--- src/rtl/fns_enc_seq.sv ---
// Fibonacci-numeral-system encoder: binary word in, N-bit FNS codeword out, one bit per clock MSB first.
// Latency: N+1 cycles from accept to out_valid (1 cycle for an out-of-range word); one word per N+2 cycles.
// Backpressure: result held in HOLD until out_ready; in_ready is low outside IDLE (no skid).
module fns_enc_seq #(
    parameter int N  = 7,
    parameter int DW = 6
) (
    input  logic          clk,
    input  logic          rst,
    input  logic          in_valid,
    output logic          in_ready,
    input  logic [DW-1:0] data_in,
    output logic          out_valid,
    input  logic          out_ready,
    output logic [N-1:0]  codeout,
    output logic          err,
    output logic          busy
);

    localparam int KW = (N > 1) ? $clog2(N) : 1;

    typedef enum logic [1:0] {IDLE, CONV, HOLD} state_t;

    function automatic logic [N-1:0][DW:0] calc_w();
        int a, b, t;
        calc_w = '0;
        a = 1;
        b = 1;
        for (int i = 0; i < N; i++) begin
            calc_w[i] = (DW+1)'(a);
            t = a + b;
            a = b;
            b = t;
        end
    endfunction

    function automatic int calc_max();
        int a, b, t, s;
        a = 1;
        b = 1;
        s = 0;
        for (int i = 0; i < N; i++) begin
            s = s + a;
            t = a + b;
            a = b;
            b = t;
        end
        return s;
    endfunction

    localparam logic [N-1:0][DW:0] WT   = calc_w();
    localparam logic [DW:0]        MAXV = (DW+1)'(calc_max());

    state_t         state, state_nx;
    logic [DW:0]    rem, rem_nx;
    logic [KW-1:0]  kidx, kidx_nx;
    logic [N-1:0]   code_nx;
    logic           err_nx;
    logic [DW:0]    wk;
    logic [DW:0]    data_ext;
    logic           take;

    assign in_ready  = (state == IDLE) && !rst;
    assign out_valid = (state == HOLD);
    assign busy      = (state == CONV);

    assign wk       = WT[kidx];
    assign data_ext = {1'b0, data_in};
    // One extra bit of headroom keeps the greedy subtract from wrapping.
    assign take     = (rem >= wk);

    always_comb begin
        state_nx = state;
        rem_nx   = rem;
        kidx_nx  = kidx;
        code_nx  = codeout;
        err_nx   = err;
        case (state)
            IDLE: begin
                if (in_valid && in_ready) begin
                    rem_nx  = data_ext;
                    kidx_nx = KW'(N - 1);
                    if (data_ext > MAXV) begin
                        code_nx  = '1;
                        err_nx   = 1'b1;
                        state_nx = HOLD;
                    end else begin
                        code_nx  = '0;
                        err_nx   = 1'b0;
                        state_nx = CONV;
                    end
                end
            end
            CONV: begin
                code_nx[kidx] = take;
                if (take) begin
                    rem_nx = rem - wk;
                end
                if (kidx == '0) begin
                    state_nx = HOLD;
                end else begin
                    kidx_nx = kidx - 1'b1;
                end
            end
            HOLD: begin
                if (out_ready) begin
                    state_nx = IDLE;
                end
            end
            default: state_nx = IDLE;
        endcase
    end

    always_ff @(posedge clk) begin
        if (rst) begin
            state   <= IDLE;
            rem     <= '0;
            kidx    <= '0;
            codeout <= '0;
            err     <= 1'b0;
        end else begin
            state   <= state_nx;
            rem     <= rem_nx;
            kidx    <= kidx_nx;
            codeout <= code_nx;
            err     <= err_nx;
        end
    end

endmodule

--- config.mk ---
export PLATFORM = sky130hd
export DESIGN_NAME = fns_enc_seq
export DESIGN_NICKNAME = d
export VERILOG_FILES = /design/src/rtl/fns_enc_seq.sv
export SDC_FILE = /design/constraint.sdc
export NUM_CORES = 1
export LEC_CHECK = 0
export CAP_MARGIN = 20
export CORE_MARGIN = 2
export CORE_UTILIZATION = 48
export CTS_CLUSTER_DIAMETER = 150
export CTS_CLUSTER_SIZE = 14
export DETAILED_ROUTE_END_ITERATION = 8
export PLACE_DENSITY = 0.75
export SETUP_SLACK_MARGIN = 0.15
export SYNTH_ARGS = -nofsm -noshare
export SYNTH_HDL_FRONTEND = slang
export SYNTH_SLANG_ARGS = --single-unit
export TNS_END_PERCENT = 50
--- constraint.sdc ---
create_clock -name clk -period 2 [get_ports clk]
set_clock_uncertainty 0.05 [all_clocks]
set_input_delay 0.3 -clock clk [delete_from_list [all_inputs] [get_ports clk]]
set_output_delay 0.3 -clock clk [all_outputs]
set_load 0.01 [all_outputs]
After elaboration in Yosys (flattened, before gate mapping):

Memories as Yosys holds them, arrays and structs flattened. A register that Yosys moved wholly into a read port is not among the register bits.
Cells that the tools add are included.

* memories: 1
* output and inout bits: 11
* flip-flop bits (word level): 20
* memory bits (read-only): 56
* word-level logic and storage cells: 52
* input port bits: 10

Memories
* (name not given): depth 8, bits a word 7, rd ports 1, clocked after memory_dff 1, write ports 0, RTL line 67 `assign wk = WT[kidx];`

* multiplexer cells: 21
* $lt $le $gt $ge: 4
* equal/unequal tests: 7
* $add $sub $neg: 2
* reductions and logical operators: 12

Operator list (number)
* 2-to-1 mux 7 bit: 5
* one-hot mux 7 bit (2 select lines): 2
* 2-to-1 mux 3 bit: 4
* AND reduction 3 bit: 3
* 2-to-1 mux 2 bit: 4
* inequality test 2 x 1 -> 1 bit, second input constant: 4
* bitwise mux 7 bit: 1
* greater-or-equal comparator 7 bit: 1
* subtractor 7 bit: 1
* > comparator 6 bit, second input constant: 1
* one-hot mux 2 bit (3 select lines): 1
* one-hot mux 3 bit (2 select lines): 1
* < comparator 3 x 4 -> 1 bit, second input constant: 1
* AND reduction 2 bit: 2
* demux 1 bit (select 3 bit): 1
* greater-or-equal comparator 3 x 1 -> 1 bit, second input constant: 1
* logical AND 1 bit: 3
* zero test 3 bit: 1
* subtractor 3 x 1 -> 3 bit, second input constant: 1
* == test 2 x 1 -> 1 bit, second input constant: 1
* == test 2 bit, second input constant: 1
* zero test 2 bit: 1
* 2-to-1 mux 1 bit: 2
* inequality test 2 bit, second input constant: 1
* 2 further kinds: 2

Longest topological paths before layout:

Gate-level depths: netlist of run 1.

* word-level depth: 7
* mapped depth: 8
* gate-level depth less buffers: 7

Least setup slack after synthesis of run 1:

OpenSTA, ideal clock, no wires.

* kind: reg2reg
* start: register wk[3] (netlist name)
* end: register rem[5]
* slack: 0.017 ns
* data arrival time: 1.800 ns
* library setup time: 0.132 ns
* data required time: 1.818 ns
* stages on the path, launching flop included: 9
* path buffers: 1
* period minus slack after synthesis: 1.983 ns
* cells stage by stage: dfxtp_1 inv_1 ha_1 or4_4 a41o_2 or2_4 buf_6 a21oi_4 o32ai_1

RTL lines
* end signal: assignment: RTL line 123 `rem <= rem_nx;`
* end: declaration: RTL line 55 `logic [DW:0] rem, rem_nx;`

Worst setup path in the final report of run 1:

* start: register rem[3]
* end: register rem[1]

* cells in the longest elaborated chain, start to end: 3

Ends and longest elaborated chain
* greater-or-equal comparator 7 bit: RTL line 70 `assign take = (rem >= wk);`
* inequality test 2 x 1 -> 1 bit (no line)
* AND reduction 3 bit (no line)

Every way passes these cells.
A chain may end at the register's enable or synchronous reset.

==> results of run 1 <==
## worst max path at each step
stage	endpoint	from	cells after the start	slack (ns)
2_1_floorplan	rem[5]$_SDFFE_PP0P_	wk[3]$_SDFF_PN0_	8	0.05
6_report	rem[1]$_SDFFE_PP0P_	rem[3]$_SDFFE_PP0P_	6	0.03
5_1_grt	codeout[2]$_SDFFE_PP0P_	wk[3]$_SDFF_PN0_	8	-0.05
3_3_place_gp	in_ready	rst	3	-0.01
3_5_place_dp	rem[1]$_SDFFE_PP0P_	rst	5	-0.09
4_1_cts	rem[1]$_SDFFE_PP0P_	wk[3]$_SDFF_PN0_	7	-0.01
## power breakdown
part / switching [µW] / internal (µW)
Combinational: 370 / 357
Sequential: 36.0 / 521
Clock: 142 / 111
Total: 548 / 989
## layout by cell type (no fill, tap or decap), drive strengths merged, types with 2 or more instances in the layout
cell type	netlist	routed
dfxtp	24	24
buf	4	23
nor2	17	17
clkdlybuf4s50	0	16
nand3	13	13
nand2	12	12
a31oi	9	9
inv	8	8
a21oi	8	8
nor2b	7	7
ha	6	6
nor3	5	5
a211oi	5	5
o311ai	4	4
dlygate4sd2	0	4
clkbuf	5	4
nand2b	3	3
o21a	2	2
or2	1	2
nand4	2	2
a22oi	2	2
a2111oi	2	2
or2b	2	2
and2	2	2
nor4b	2	2
o41ai	2	2
or3	2	2
o211ai	2	2
## per-layer routing
layer	track usage, %	vias up	share of wire (%)
li1	-	701	-
met1	31.8	721	43
met2	38.5	57	48
met3	3.08	6	8.0
met4	9.97	0	1.1
met5	0	-	0
## flip-flops by register name, summed over array words and instances, names as in the netlist
name     flops
codeout      7
state        2
wk           4
kidx         3
rem          7
err          1
## metrics by stage
step                std cells  utilization [%]  power [µW]  hold slack, ns
finish                    236             71.0        1540           0.441
global route              236             71.0        1620           0.425
CTS                       234             67.9        1450           0.427
detailed placement        226             63.2        1120           0.433
global placement          226             63.2        1100           0.426
floorplan                 166                -         935           0.423
## worst reg2reg max path, stage by stage (launching register included)
cell and delay [ns]:
dfxtp_1 0.37, ha_4 0.17, or4_4 0.43, a41o_4 0.28
or2_4 0.29, a211oi_2 0.21, a2111oi_2 0.08
## layout make-up
| type | instances | area (µm²) |
|---|---|---|
| fillers | 220 | 807 |
| multi-input cells | 125 | 1000 |
| inverters | 9 | 35.0 |
| clock buffers | 4 | 36.3 |
| flip-flops and latches | 24 | 487 |
| well taps | 31 | 38.8 |
| repair buffers | 43 | 375 |
## what timing repair did
item / in CTS / in global routing
resized for setup: 20 / 17
setup endpoints to repair: 18 / 18
cloned: 1 / 0
setup buffers: 3 / 2
endpoints found under the hold margin: 0 / 0
pin swaps: 10 / 15
## kinds of logic after synthesis
logic type               Yosys count
XOR/XNOR                           1
AO/OA/AOI/OAI                     45
flip-flops                        24
adder cells (fa/ha/maj)            7
buffers and inverters             18
AND/OR/NAND/NOR                   70
multiplexers                       1
## Yosys cell counts, types with 4 or more instances
cell type and n:
a211oi_1 5, nor3_1 5, a21oi_1 7, dfxtp_1 24, a31oi_1 9, nand3_1 13
nor2b_1 7, nand2_1 12, clkbuf_1 5, inv_1 8, ha_1 6, o311ai_0 4
nor2_1 15
==> impl_metrics.json, run 1 <==
{
  "syn_nets": 183,
  "vias": 1485,
  "clkSlewWorstSetupHoldPaths_ns": 0.13,
  "power_leakage_uw": 0.000733,
  "hold_class": "in2reg",
  "synth_top_area_share_pct": 33.9,
  "avgRoutedWirePerCell_um": 17.1,
  "tightestPinTransition_ns": 0.429,
  "die_x_um": 58.3,
  "critical-path-max-stage-delay_ns": 0.43,
  "antenna_found_initial": 0,
  "initial_core_util_pct": 51.0,
  "core_mm2": 0.00278,
  "cts_buffers": 3,
  "drt-total-wl_mm": 4.03,
  "initialDrtViolationCount": 77,
  "clockRootBuffer": "clkbuf_4",
  "drive_gt1_share_pct": 33.7,
  "setup_viol": 0,
  "synth-seq-cells": 24,
  "syn_area_per_cell_um2": 8.54,
  "ant_nets": 0,
  "synth_edf_count": 0,
  "portBuffers": 20,
  "synth-async-reset-ratio_pct": 0,
  "synth_top_family_by_area": "simple AND/OR/NAND/NOR gates",
  "worstHoldStart": "rst",
  "dp_hpwl_mm": 2.82,
  "r2r_end": "rem[1]$_SDFFE_PP0P_",
  "io_pins": 21,
  "grt_max_degree": 17,
  "setup_ws_ns": 0.0256,
  "synthCells": 166,
  "fin_setup_tns_ns": 0,
  "place_ws_ns": -0.0885,
  "start_kind": "flip-flop",
  "hold_end": "codeout[6]$_SDFFE_PP0P_",
  "power.density_mw_per_mm2": 779,
  "clk_path_buf_depth": 2,
  "std_cell_rows": 19,
  "synthAdderAreaFrac_pct": 6.71,
  "die-area_mm2": 0.00340,
  "cts_sinks": 24,
  "ir_drop_mv": 0.550,
  "r2r_cells": 6,
  "synth_xor_area_share_pct": 0.618,
  "path_delay_family": "simple AND/OR/NAND/NOR gates",
  "r2r_start": "rem[3]$_SDFFE_PP0P_",
  "yosysWarnings": 0,
  "critPathSlowestCell": "or4_4",
  "firstDrtPassIters": 4,
  "period_share_pct": 98.7,
  "hold_depth": 2,
  "diodes": 0,
  "muxShareOfSynthArea_pct": 0.794,
  "syn2layout_area_growth_pct": 39.3,
  "synth_area_mm2": 0.00142,
  "place_area_mm2": 0.00176,
  "drc": 0,
  "synth_top_area_cell": "dfxtp_1",
  "layout.nets": 223,
  "avgViaCountPerCell": 6.29,
  "overflow": 0,
  "synth-compound-area-share_pct": 24.8,
  "die_y_um": 58.3,
  "relSlewSlack_pct": 71.0,
  "cp.arrival_ns": 2.13,
  "critPathBufInv": 0,
  "r2r_setup_slack_ns": 0.03,
  "rsz0062_at_grt": "true",
  "ctsHoldBuffers": 0,
  "ys_types": 47,
  "slew_violations": 0,
  "yosysSeqAreaShare_pct": 33.9,
  "synthSimpleGateAreaFrac_pct": 27.6,
  "grt_pass1_wl_mm": 6.32,
  "required_ns": 2.15,
  "clock_latency_ns": 0.31,
  "design_area_mm2": 0.00197,
  "synthTopCellsByArea": "dfxtp_1 (34%), ha_1 (5.3%), nand3_1 (4.6%)",
  "grtUsageTotal_pct": 23.7,
  "crit_chain": "ha_4 -> or4_4 -> a41o_4 -> or2_4 -> a211oi_2 -> a2111oi_2",
  "htreeDepth": 1,
  "routabilityCongestion": 0.861,
  "crit_type": "reg2reg",
  "min_period_ns": 1.97,
  "hold_viol": 0,
  "cp_max_fo": 6,
  "cp-end-kind": "flip-flop",
  "cts_tree": "done",
  "fmax_ghz": 0.506,
  "grt_pass1_vias": 1441,
  "drv_cap": 0,
  "synthFlopType": "dfxtp_1",
  "status": "finished, final reports clean"
}
No activity file was read; power rests on OpenSTA's default activity.
==> run 2: changes to the inputs <==
- CORE_ASPECT_RATIO: not set -> 1.1
==> run 2 against run 1 <==
Effect of this change: the flow now finishes with violations (setup timing); register-to-register slack got worse by 0.06 ns; wire length shrank 1.4%; first-iteration DRC count increased by 1.3%; sequential power about the same; critical path type unchanged; largest power group unchanged.
==> impl_metrics.json, run 2 (same netlist as run 1, synthesis figures left out) <==
{
  "status": "finished with violations",
  "violations": "setup timing",
  "drv_cap": 0,
  "r2r_cells": 6,
  "diodes": 0,
  "fmax_ghz": 0.492,
  "critical-path-max-stage-delay_ns": 0.50,
  "clk_path_buf_depth": 2,
  "avgRoutedWirePerCell_um": 16.7,
  "cts_tree": "done",
  "ant_nets": 0,
  "cp_max_fo": 4,
  "crit_end": "rem[6]$_SDFFE_PP0P_",
  "hold_ws_ns": 0.461,
  "finalPower_uw": 1470,
  "setup_ws_ns": -0.0324,
  "crit_chain": "ha_4 -> buf_4 -> buf_4 -> or3_2 -> o311ai_0 -> o41ai_2",
  "period_share_pct": 102,
  "fin_setup_tns_ns": -0.0880,
  "cts_buffers": 3,
  "initialDrtViolationCount": 78,
  "slew_violations": 0,
  "drive_gt1_share_pct": 30.2,
  "portBuffers": 20,
  "route.met2.wl_mm": 2.09,
  "syn2layout_area_growth_pct": 38.3,
  "htreeDepth": 1,
  "grtUsageTotal_pct": 24.4,
  "avgViaCountPerCell": 6.14,
  "initial_core_util_pct": 51.0,
  "cp.arrival_ns": 2.18,
  "fin_cells": 238,
  "die_y_um": 61.0,
  "clkSlewWorstSetupHoldPaths_ns": 0.14,
  "wl_met1_mm": 1.72,
  "vias": 1462,
  "routabilityCongestion": 0.817,
  "rsz0062_at_grt": "true",
  "crit_type": "reg2reg",
  "wl_met3_um": 129,
  "overflow": 0,
  "relSlewSlack_pct": 66.1,
  "r2r_start": "rem[3]$_SDFFE_PP0P_",
  "grt_pass1_vias": 1462,
  "r2r_setup_slack_ns": -0.03,
  "layout_common_cells": "buf_4 (23), dfxtp_1 (21), clkdlybuf4s50_1 (16)",
  "clockRootBuffer": "clkbuf_4",
  "grt_max_degree": 14,
  "drc": 0,
  "die_x_um": 55.8,
  "power.density_mw_per_mm2": 748,
  "ir_drop_mv": 0.556,
  "drt-total-wl_mm": 3.98,
  "highest_layer": "met4",
  "place_ws_ns": -0.0636,
  "tightestPinTransition_ns": 0.502,
  "dp_hpwl_mm": 2.84,
  "layout.nets": 224,
  "hold_viol": 0,
  "r2r_end": "rem[6]$_SDFFE_PP0P_",
  "clock_latency_ns": 0.32,
  "cp_common_cell": "buf_4",
  "io_pins": 21,
  "critPathSlowestCell": "o311ai_0",
  "cts_sinks": 24,
  "cp-end-kind": "flip-flop",
  "place.detailed.instances": 229,
  "die-area_mm2": 0.00340,
  "layout_commonest_cell": "buf_4",
  "firstDrtPassIters": 4,
  "required_ns": 2.15,
  "worstSetupStartpoint": "rem[3]$_SDFFE_PP0P_",
  "hold_class": "reg2reg",
  "start_kind": "flip-flop",
  "antenna_found_initial": 0,
  "grt_pass1_wl_mm": 6.47,
  "setup_viol": 3,
  "std_cell_rows": 20,
  "power_leakage_uw": 0.000731,
  "core_mm2": 0.00278,
  "min_period_ns": 2.03
}
## run 2: changes by cell type in the layout (fill, tap and decap cells not counted), sizes merged
cell    previous run  this run
clkinv             1         0
buf               23        24
inv                8         9
clkbuf             4         3
## run 2: power breakdown
part           internal, µW  total (µW)  switching (µW)
Sequential              520         554            33.3
Clock                  70.3         211             141
Combinational           337         702             365
## run 2: cell type report
class | count | area (µm²)
sequential | 24 | 484
fill | 217 | 817
clock buffer | 3 | 22.5
timing repair buffer | 44 | 379
tap | 33 | 41.3
inverter | 9 | 33.8
multi-input combinational | 125 | 1000
## run 2: how the worst min path moves through the flow
| stage | slack [ns] | end | start | cells after the start |
|---|---|---|---|---|
| global route | 0.48 | codeout[5]$_SDFFE_PP0P_ | codeout[5]$_SDFFE_PP0P_ | 2 |
| floorplan | 0.42 | rem[5]$_SDFFE_PP0P_ | rem[5]$_SDFFE_PP0P_ | 2 |
| global placement | 0.42 | err$_SDFFE_PP0P_ | err$_SDFFE_PP0P_ | 2 |
| CTS | 0.46 | codeout[5]$_SDFFE_PP0P_ | codeout[5]$_SDFFE_PP0P_ | 2 |
| finish | 0.46 | codeout[5]$_SDFFE_PP0P_ | codeout[5]$_SDFFE_PP0P_ | 2 |
| detailed placement | 0.44 | codeout[5]$_SDFFE_PP0P_ | codeout[5]$_SDFFE_PP0P_ | 2 |
## run 2: what timing repair did
action,CTS,global route
pin swaps,16,10
setup endpoints to repair,17,18
hold buffers,0,0
setup buffers,2,3
gates resized for setup,21,9
cloned,1,0
## run 2: worst max-delay path: cells and delay by family (launching register included)
family / cells / cell delay [ns]
AND/OR/NAND/NOR: 1 / 0.42
flip-flops: 1 / 0.37
adder cells (fa/ha/maj): 1 / 0.17
AO/OA/AOI/OAI: 2 / 0.65
buffers and inverters: 2 / 0.25
## run 2: per-stage QoR
stage               area, µm²  utilization [%]
floorplan                1430                -
CTS                      1890             68.0
detailed placement       1770             63.7
finish                   1960             70.6
global placement         1770             63.7
global route             1960             70.6
## run 2: metal layers
layer | vias to the layer above | global-route usage (%)
li1 | 696 | -
met1 | 716 | 28.1
met2 | 46 | 46.4
met3 | 4 | 3.41
met4 | 0 | 10.2
met5 | - | 0
==> run 3: changes to the inputs <==
- MAX_ROUTING_LAYER: not set -> met4
==> results of run 3 <==
The final DEF is identical to that of run 2; final timing and power are the same.
Among the figures that moved: final weighted congestion in routability-driven placement 0.817 -> 0.829; via count of the first global-routing pass 1462 -> 1464; overall routing resource usage 24.4% -> 25.2%
